===== src/rtl/pic_8259_lite.sv =====
// pic_8259_lite: single, non-cascaded 8259A-style interrupt controller.
// It is programmed through the shared 40-bit IO request stream at BASE_ADDR and BASE_ADDR+1.
// It presents one interrupt vector at a time to the CPU on a valid/ready stream.
//
// Handshake semantics: a transfer happens on a cycle where valid & ready are both high.
// A producer holds valid and data stable until that cycle. Ready may depend on internal state.
// In this block, io_req_s_tready is simply !io_rd_m_tvalid.
module pic_8259_lite #(
  parameter logic [15:0] BASE_ADDR = 16'h0020
) (
  input  logic        clk,
  input  logic        resetn,
  input  logic        io_req_s_tvalid,
  output logic        io_req_s_tready,
  input  logic [39:0] io_req_s_tdata,
  output logic        io_rd_m_tvalid,
  input  logic        io_rd_m_tready,
  output logic [15:0] io_rd_m_tdata,
  input  logic [7:0]  irq_in,
  output logic        int_m_tvalid,
  input  logic        int_m_tready,
  output logic [7:0]  int_m_tdata,
  output logic [1:0]  dbg_state
);

  typedef enum logic [1:0] {
    ST_READY = 2'd0,
    ST_ICW2  = 2'd1,
    ST_ICW3  = 2'd2,
    ST_ICW4  = 2'd3
  } state_t;

  state_t      state;
  logic [7:0]  irr;
  logic [7:0]  isr;
  logic [7:0]  imr;
  logic [7:0]  irq_prev;
  logic [4:0]  vec_base;
  logic        aeoi;
  logic        rd_sel;   // 0: IRR, 1: ISR
  logic        sngl;
  logic        ic4;

  // Request field decode
  logic        req_fire;
  logic        req_wr;
  logic [15:0] req_addr;
  logic [15:0] req_data;
  logic        hit;
  logic        p;
  logic [7:0]  d;
  logic        unused_req;

  assign io_req_s_tready = !io_rd_m_tvalid;
  assign req_fire   = io_req_s_tvalid & io_req_s_tready;
  assign req_wr     = io_req_s_tdata[32];
  assign req_addr   = io_req_s_tdata[31:16];
  assign req_data   = io_req_s_tdata[15:0];
  assign hit        = (req_addr[15:1] == BASE_ADDR[15:1]);
  assign p          = req_addr[0];
  assign d          = req_data[7:0];
  assign unused_req = ^{io_req_s_tdata[39:33], req_data[15:8]};
  assign dbg_state  = state;

  // Write classification
  logic wr_fire, rd_fire, icw1, icw_data, ocw1, ocw2, ocw3, ns_eoi, sp_eoi;
  assign wr_fire  = req_fire & req_wr & hit;
  assign rd_fire  = req_fire & !req_wr & hit;
  assign icw1     = wr_fire & !p & d[4];
  assign icw_data = wr_fire & p & (state != ST_READY);
  assign ocw1     = wr_fire & p & (state == ST_READY);
  assign ocw2     = wr_fire & !p & (d[4:3] == 2'b00) & (state == ST_READY);
  assign ocw3     = wr_fire & !p & (d[4:3] == 2'b01) & (state == ST_READY);
  assign ns_eoi   = ocw2 & (d[7:5] == 3'b001);
  assign sp_eoi   = ocw2 & (d[7:5] == 3'b011);

  logic       ack;
  logic [2:0] ack_idx;
  assign ack     = int_m_tvalid & int_m_tready;
  assign ack_idx = int_m_tdata[2:0];

  // Priority resolution: lowest unmasked request, blocked by any in-service level at or above it
  logic [7:0] cand;
  logic [2:0] cand_idx;
  logic       cand_any;
  logic       blocked;
  logic [2:0] isr_low;
  logic       isr_any;
  logic       arb_fire;
  always_comb begin
    cand     = irr & ~imr;
    cand_idx = 3'd0;
    cand_any = 1'b0;
    isr_low  = 3'd0;
    isr_any  = 1'b0;
    blocked  = 1'b0;
    for (int i = 7; i >= 0; i--) begin
      if (cand[i]) begin
        cand_idx = 3'(i);
        cand_any = 1'b1;
      end
      if (isr[i]) begin
        isr_low = 3'(i);
        isr_any = 1'b1;
      end
    end
    for (int i = 0; i < 8; i++) begin
      if (isr[i] && (3'(i) <= cand_idx)) blocked = 1'b1;
    end
    arb_fire = (state == ST_READY) & !int_m_tvalid & cand_any & !blocked;
  end

  // Next IRR/ISR: edge set beats ack clear; EOI before ack set; ICW1 overrides everything
  logic [7:0] irq_edge;
  logic [7:0] irr_nxt;
  logic [7:0] isr_nxt;
  always_comb begin
    irq_edge = irq_in & ~irq_prev;
    irr_nxt  = irr;
    if (ack) irr_nxt[ack_idx] = 1'b0;
    irr_nxt  = irr_nxt | irq_edge;
    if (icw1) irr_nxt = 8'h00;
    isr_nxt = isr;
    if (ns_eoi && isr_any) isr_nxt[isr_low] = 1'b0;
    if (sp_eoi) isr_nxt[d[2:0]] = 1'b0;
    if (ack && !aeoi) isr_nxt[ack_idx] = 1'b1;
    if (icw1) isr_nxt = 8'h00;
  end

  // Register state, init FSM, read response and vector output
  always_ff @(posedge clk) begin
    if (!resetn) begin
      state          <= ST_READY;
      irr            <= 8'h00;
      isr            <= 8'h00;
      imr            <= 8'hFF;
      irq_prev       <= 8'h00;
      vec_base       <= 5'h01;
      aeoi           <= 1'b0;
      rd_sel         <= 1'b0;
      sngl           <= 1'b0;
      ic4            <= 1'b0;
      io_rd_m_tvalid <= 1'b0;
      io_rd_m_tdata  <= 16'h0000;
      int_m_tvalid   <= 1'b0;
      int_m_tdata    <= 8'h00;
    end else begin
      irr      <= irr_nxt;
      isr      <= isr_nxt;
      irq_prev <= icw1 ? 8'h00 : irq_in;

      if (icw1) begin
        imr    <= 8'h00;
        aeoi   <= 1'b0;
        rd_sel <= 1'b0;
        sngl   <= d[1];
        ic4    <= d[0];
        state  <= ST_ICW2;
      end else if (icw_data) begin
        case (state)
          ST_ICW2: begin
            vec_base <= d[7:3];
            if (!sngl)   state <= ST_ICW3;
            else if (ic4) state <= ST_ICW4;
            else          state <= ST_READY;
          end
          ST_ICW3: state <= ic4 ? ST_ICW4 : ST_READY;
          ST_ICW4: begin
            aeoi  <= d[1];
            state <= ST_READY;
          end
          default: state <= ST_READY;
        endcase
      end else begin
        if (ocw1) imr <= d;
        if (ocw3 && d[1]) rd_sel <= d[0];
      end

      if (rd_fire) begin
        io_rd_m_tvalid <= 1'b1;
        io_rd_m_tdata  <= {8'h00, p ? imr : (rd_sel ? isr : irr)};
      end else if (io_rd_m_tvalid && io_rd_m_tready) begin
        io_rd_m_tvalid <= 1'b0;
      end

      if (icw1 || ack) begin
        int_m_tvalid <= 1'b0;
      end else if (arb_fire) begin
        int_m_tvalid <= 1'b1;
        int_m_tdata  <= {vec_base, cand_idx};
      end
    end
  end

endmodule


===== config.mk =====
export PLATFORM = sky130hd
export DESIGN_NAME = pic_8259_lite
export DESIGN_NICKNAME = d
export VERILOG_FILES = /design/src/rtl/pic_8259_lite.sv
export SDC_FILE = /design/constraint.sdc
export NUM_CORES = 1
export LEC_CHECK = 0
export ABC_AREA = 0
export ABC_CLOCK_PERIOD_IN_PS = 4800
export BUFFER_PORTS_ARGS = -buffer_cell sky130_fd_sc_hd__buf_4
export CAP_MARGIN = 20
export CORE_MARGIN = 2
export CORE_UTILIZATION = 40
export DETAILED_ROUTE_END_ITERATION = 10
export PLACE_DENSITY = 0.75
export SYNTH_ARGS = -nofsm -noshare
export SYNTH_HDL_FRONTEND = slang
export SYNTH_SLANG_ARGS = --single-unit

===== constraint.sdc =====
create_clock -name clk -period 4.8 [get_ports clk]
set_input_delay 0.48 -clock clk [delete_from_list [all_inputs] [get_ports clk]]
set_output_delay 0.48 -clock clk [all_outputs]
set_load 0.03 [all_outputs]

==> results.yml <==
run_status:
  outcome: "completed"
final_layout:
  layout_common_cells: "dfxtp_1 (61), buf_4 (58), nand2_1 (36)"
  mostFrequentLayoutCell: "dfxtp_1"
  final_area_um2: 3840
  final_nets: 489
  syn2layout_area_growth_pct: 21.5
  drive_gt1_frac: 0.227
  final_util: 0.500
  num_antenna_cells: 0
drt:
  drt_iter0_markers: 264
  wl_mm: 8.43
  drc: 0
  via_per_inst: 5.39
  drtAntennaViolNets: 0
  drtPass1Iterations: 5
  vias: 2907
  post_drt_wl_per_cell_um: 15.6
power:
  p_leak_uw: 0.00156
  ir_drop_v: 0.000150
  totalPowerFinal_uw: 1090
  cellPowerDensity_nw_per_um2: 283
critical_path:
  crit_start: "io_req_s_tdata[19]"
  r2r_start: "dbg_state[0]"
  worstPathRequired_ps: 5000
  critPathMaxFanout: 18
  endpoint_kind: "flip-flop"
  crit_path_start_kind: "input port"
  cpMaxStageDelayCell: "nand2_1"
  cp_common_cell: "nand2_1"
  path_cells: "buf_4 -> nor4_1 -> nand2_1 -> nor4_4 -> nand2_2 -> nand2_1 -> nor2_1"
  cpPeakStageDelay_ps: 590
  critPathKind: "in2reg"
  r2r_cells: 8
  worstPathArrival_ps: 2500
timing:
  slew_headroom: 0.398
  skew_ps: 16.6
  worstMarginPinSlew_ps: 903
  setup_viol: 0
  tns_ps: 0
  fmax_mhz: 433
  slew_violations: 0
  rsz0062_at_grt: "no"
  post-route-min-period_ps: 2310
  hold_viol: 0
  timing.final.crit_share: 0.481
  hold_slack_ps: 343
synthesis:
  seq_area_frac_synth: 0.386
  yosys-top-cells-area: "dfxtp_1 (39%), mux2i_1 (6.3%), a21oi_1 (4.7%), o21ai_0 (4.6%), nand2_1 (4.3%)"
  synth_top_area_frac: 0.386
  synth_area_per_cell_um2: 8.36
  synth_edf_count: 0
  synth_ff_type: "dfxtp_1"
  yosys.area.top_type: "dfxtp_1"
  ys_types: 57
  synth_warnings: 0
  postSynth.asyncResetShare: 0
  ys_seq_elements: 61
  syn_inst: 378
  syn_area_um2: 3160
global_route:
  grt_first_pass_wirelength_mm: 14.3
  grt_max_degree: 25
  antenna_found_initial: 0
  grt_pass1_vias: 2916
  grt-ovfl-total: 0
  grt_use_total: 0.208
cts:
  path_clk_slew_ps: 80
  cts_resized: 0
  tritoncts: "yes"
  postCtsSetupRepairBufs: 0
  h-tree-depth: 3
  numCtsBuffers: 9
  clock-root-buffer: "clkbuf_8"
  cts_buffer_depth: 2
  clkLatencyLatePin_ps: 340
  cts_sinks: 61
  cts_hold_buffers: 0
place:
  dp_hpwl_mm: 6.44
  port_buffers: 58
  place_congestion: 0.969
  dpl_cell_area_um2: 3630
die:
  initial_core_util: 0.411
  coreArea_um2: 7690
  rows: 32
  die_w_um: 92.9
  fp.dieArea_um2: 8630
  num_io_pins: 82
  die_h_um: 92.9
hold_path:
  worstHoldPathCells: 2
  hold_start: "irq_in[1]"
  hp-class: "in2reg"
run:
  max_cap_viol_count: 0
==> synthesized netlist by cell type (2+ instances only) <==
| master | count |
|---|---|
| dfxtp_1 | 61 |
| nand2_1 | 36 |
| nor2_1 | 33 |
| a21oi_1 | 30 |
| o21ai_0 | 29 |
| nand3_1 | 21 |
| mux2i_1 | 20 |
| inv_1 | 15 |
| and2_1 | 11 |
| clkbuf_1 | 10 |
| nand2b_1 | 10 |
| o211ai_1 | 10 |
| buf_4 | 8 |
| nor3_1 | 8 |
| nor2b_1 | 6 |
| nand4_1 | 5 |
| ha_1 | 4 |
| nor4_1 | 4 |
| o22ai_1 | 4 |
| nand2b_4 | 3 |
| nor2b_4 | 3 |
| or3_1 | 3 |
| a22oi_1 | 2 |
| a31oi_1 | 2 |
| buf_2 | 2 |
| nand2_2 | 2 |
| nor4b_2 | 2 |
| o21a_1 | 2 |
| o311ai_1 | 2 |
| or2b_4 | 2 |
| or4_1 | 2 |
==> flip-flops by register name, summed over array words and instances (netlist names) <==
| signal | flops |
|---|---|
| vec_base | 5 |
| rd_sel | 1 |
| io_rd_m_tdata | 8 |
| dbg_state | 2 |
| ic4 | 1 |
| sngl | 1 |
| isr | 8 |
| irr | 8 |
| io_rd_m_tvalid | 1 |
| aeoi | 1 |
| int_m_tvalid | 1 |
| int_m_tdata | 8 |
| irq_prev | 8 |
| imr | 8 |
==> critical path: cells and delay by family <==
family	cells	cell delay (ps)
buffers and inverters	1	110
and+or+nand+nor	6	1910
==> logic make-up after synthesis <==
group,share of synthesized area
other cells,0.00119
fa+ha+maj,0.0158
compound gates,0.174
flops,0.386
simple gates,0.302
buf+inv,0.0574
mux,0.0633
==> path summary, 6_finish.rpt <==
| kind | end | slack [ps] |
|---|---|---|
| hold reg to reg | vec_base[4] | 460 |
| setup reg to reg | isr[3] | 2620 |
| hold / removal | irq_prev[1] | 340 |
| setup / recovery | aeoi | 2490 |
==> stage by stage <==
stage | std cells | setup WS, ps
floorplan | 385 | 2720
global placement | 523 | 2290
detailed placement | 523 | 2160
CTS | 539 | 2520
global route | 539 | 2260
finish | 539 | 2490
==> metal layers <==
layer | GRT usage | vias up | wire length (um)
li1 | - | 1427 | -
met1 | 0.284 | 1343 | 3810
met2 | 0.335 | 128 | 3860
met5 | 0 | - | 0
met4 | 0.0625 | 0 | 93
met3 | 0.0374 | 9 | 672
==> report_power, final <==
group	leakage [uW]	switching [uW]	total, uW	internal [uW]
Clock	0.000111	214	487	273
Combinational	0.000955	44.6	78.2	33.7
Sequential	0.000496	7.60	522	515
Total	0.00156	266	1090	822
==> area by class of cell <==
cell class / count / area (um2)
clock inverter: 5 / 65.1
timing repair buffer: 58 / 435
tap: 102 / 128
inverter: 15 / 56.3
clock buffer: 11 / 151
fill: 776 / 3840
sequential: 61 / 1220
multi-input combinational: 287 / 1790
No activity file was read; power rests on OpenSTA's default activity.
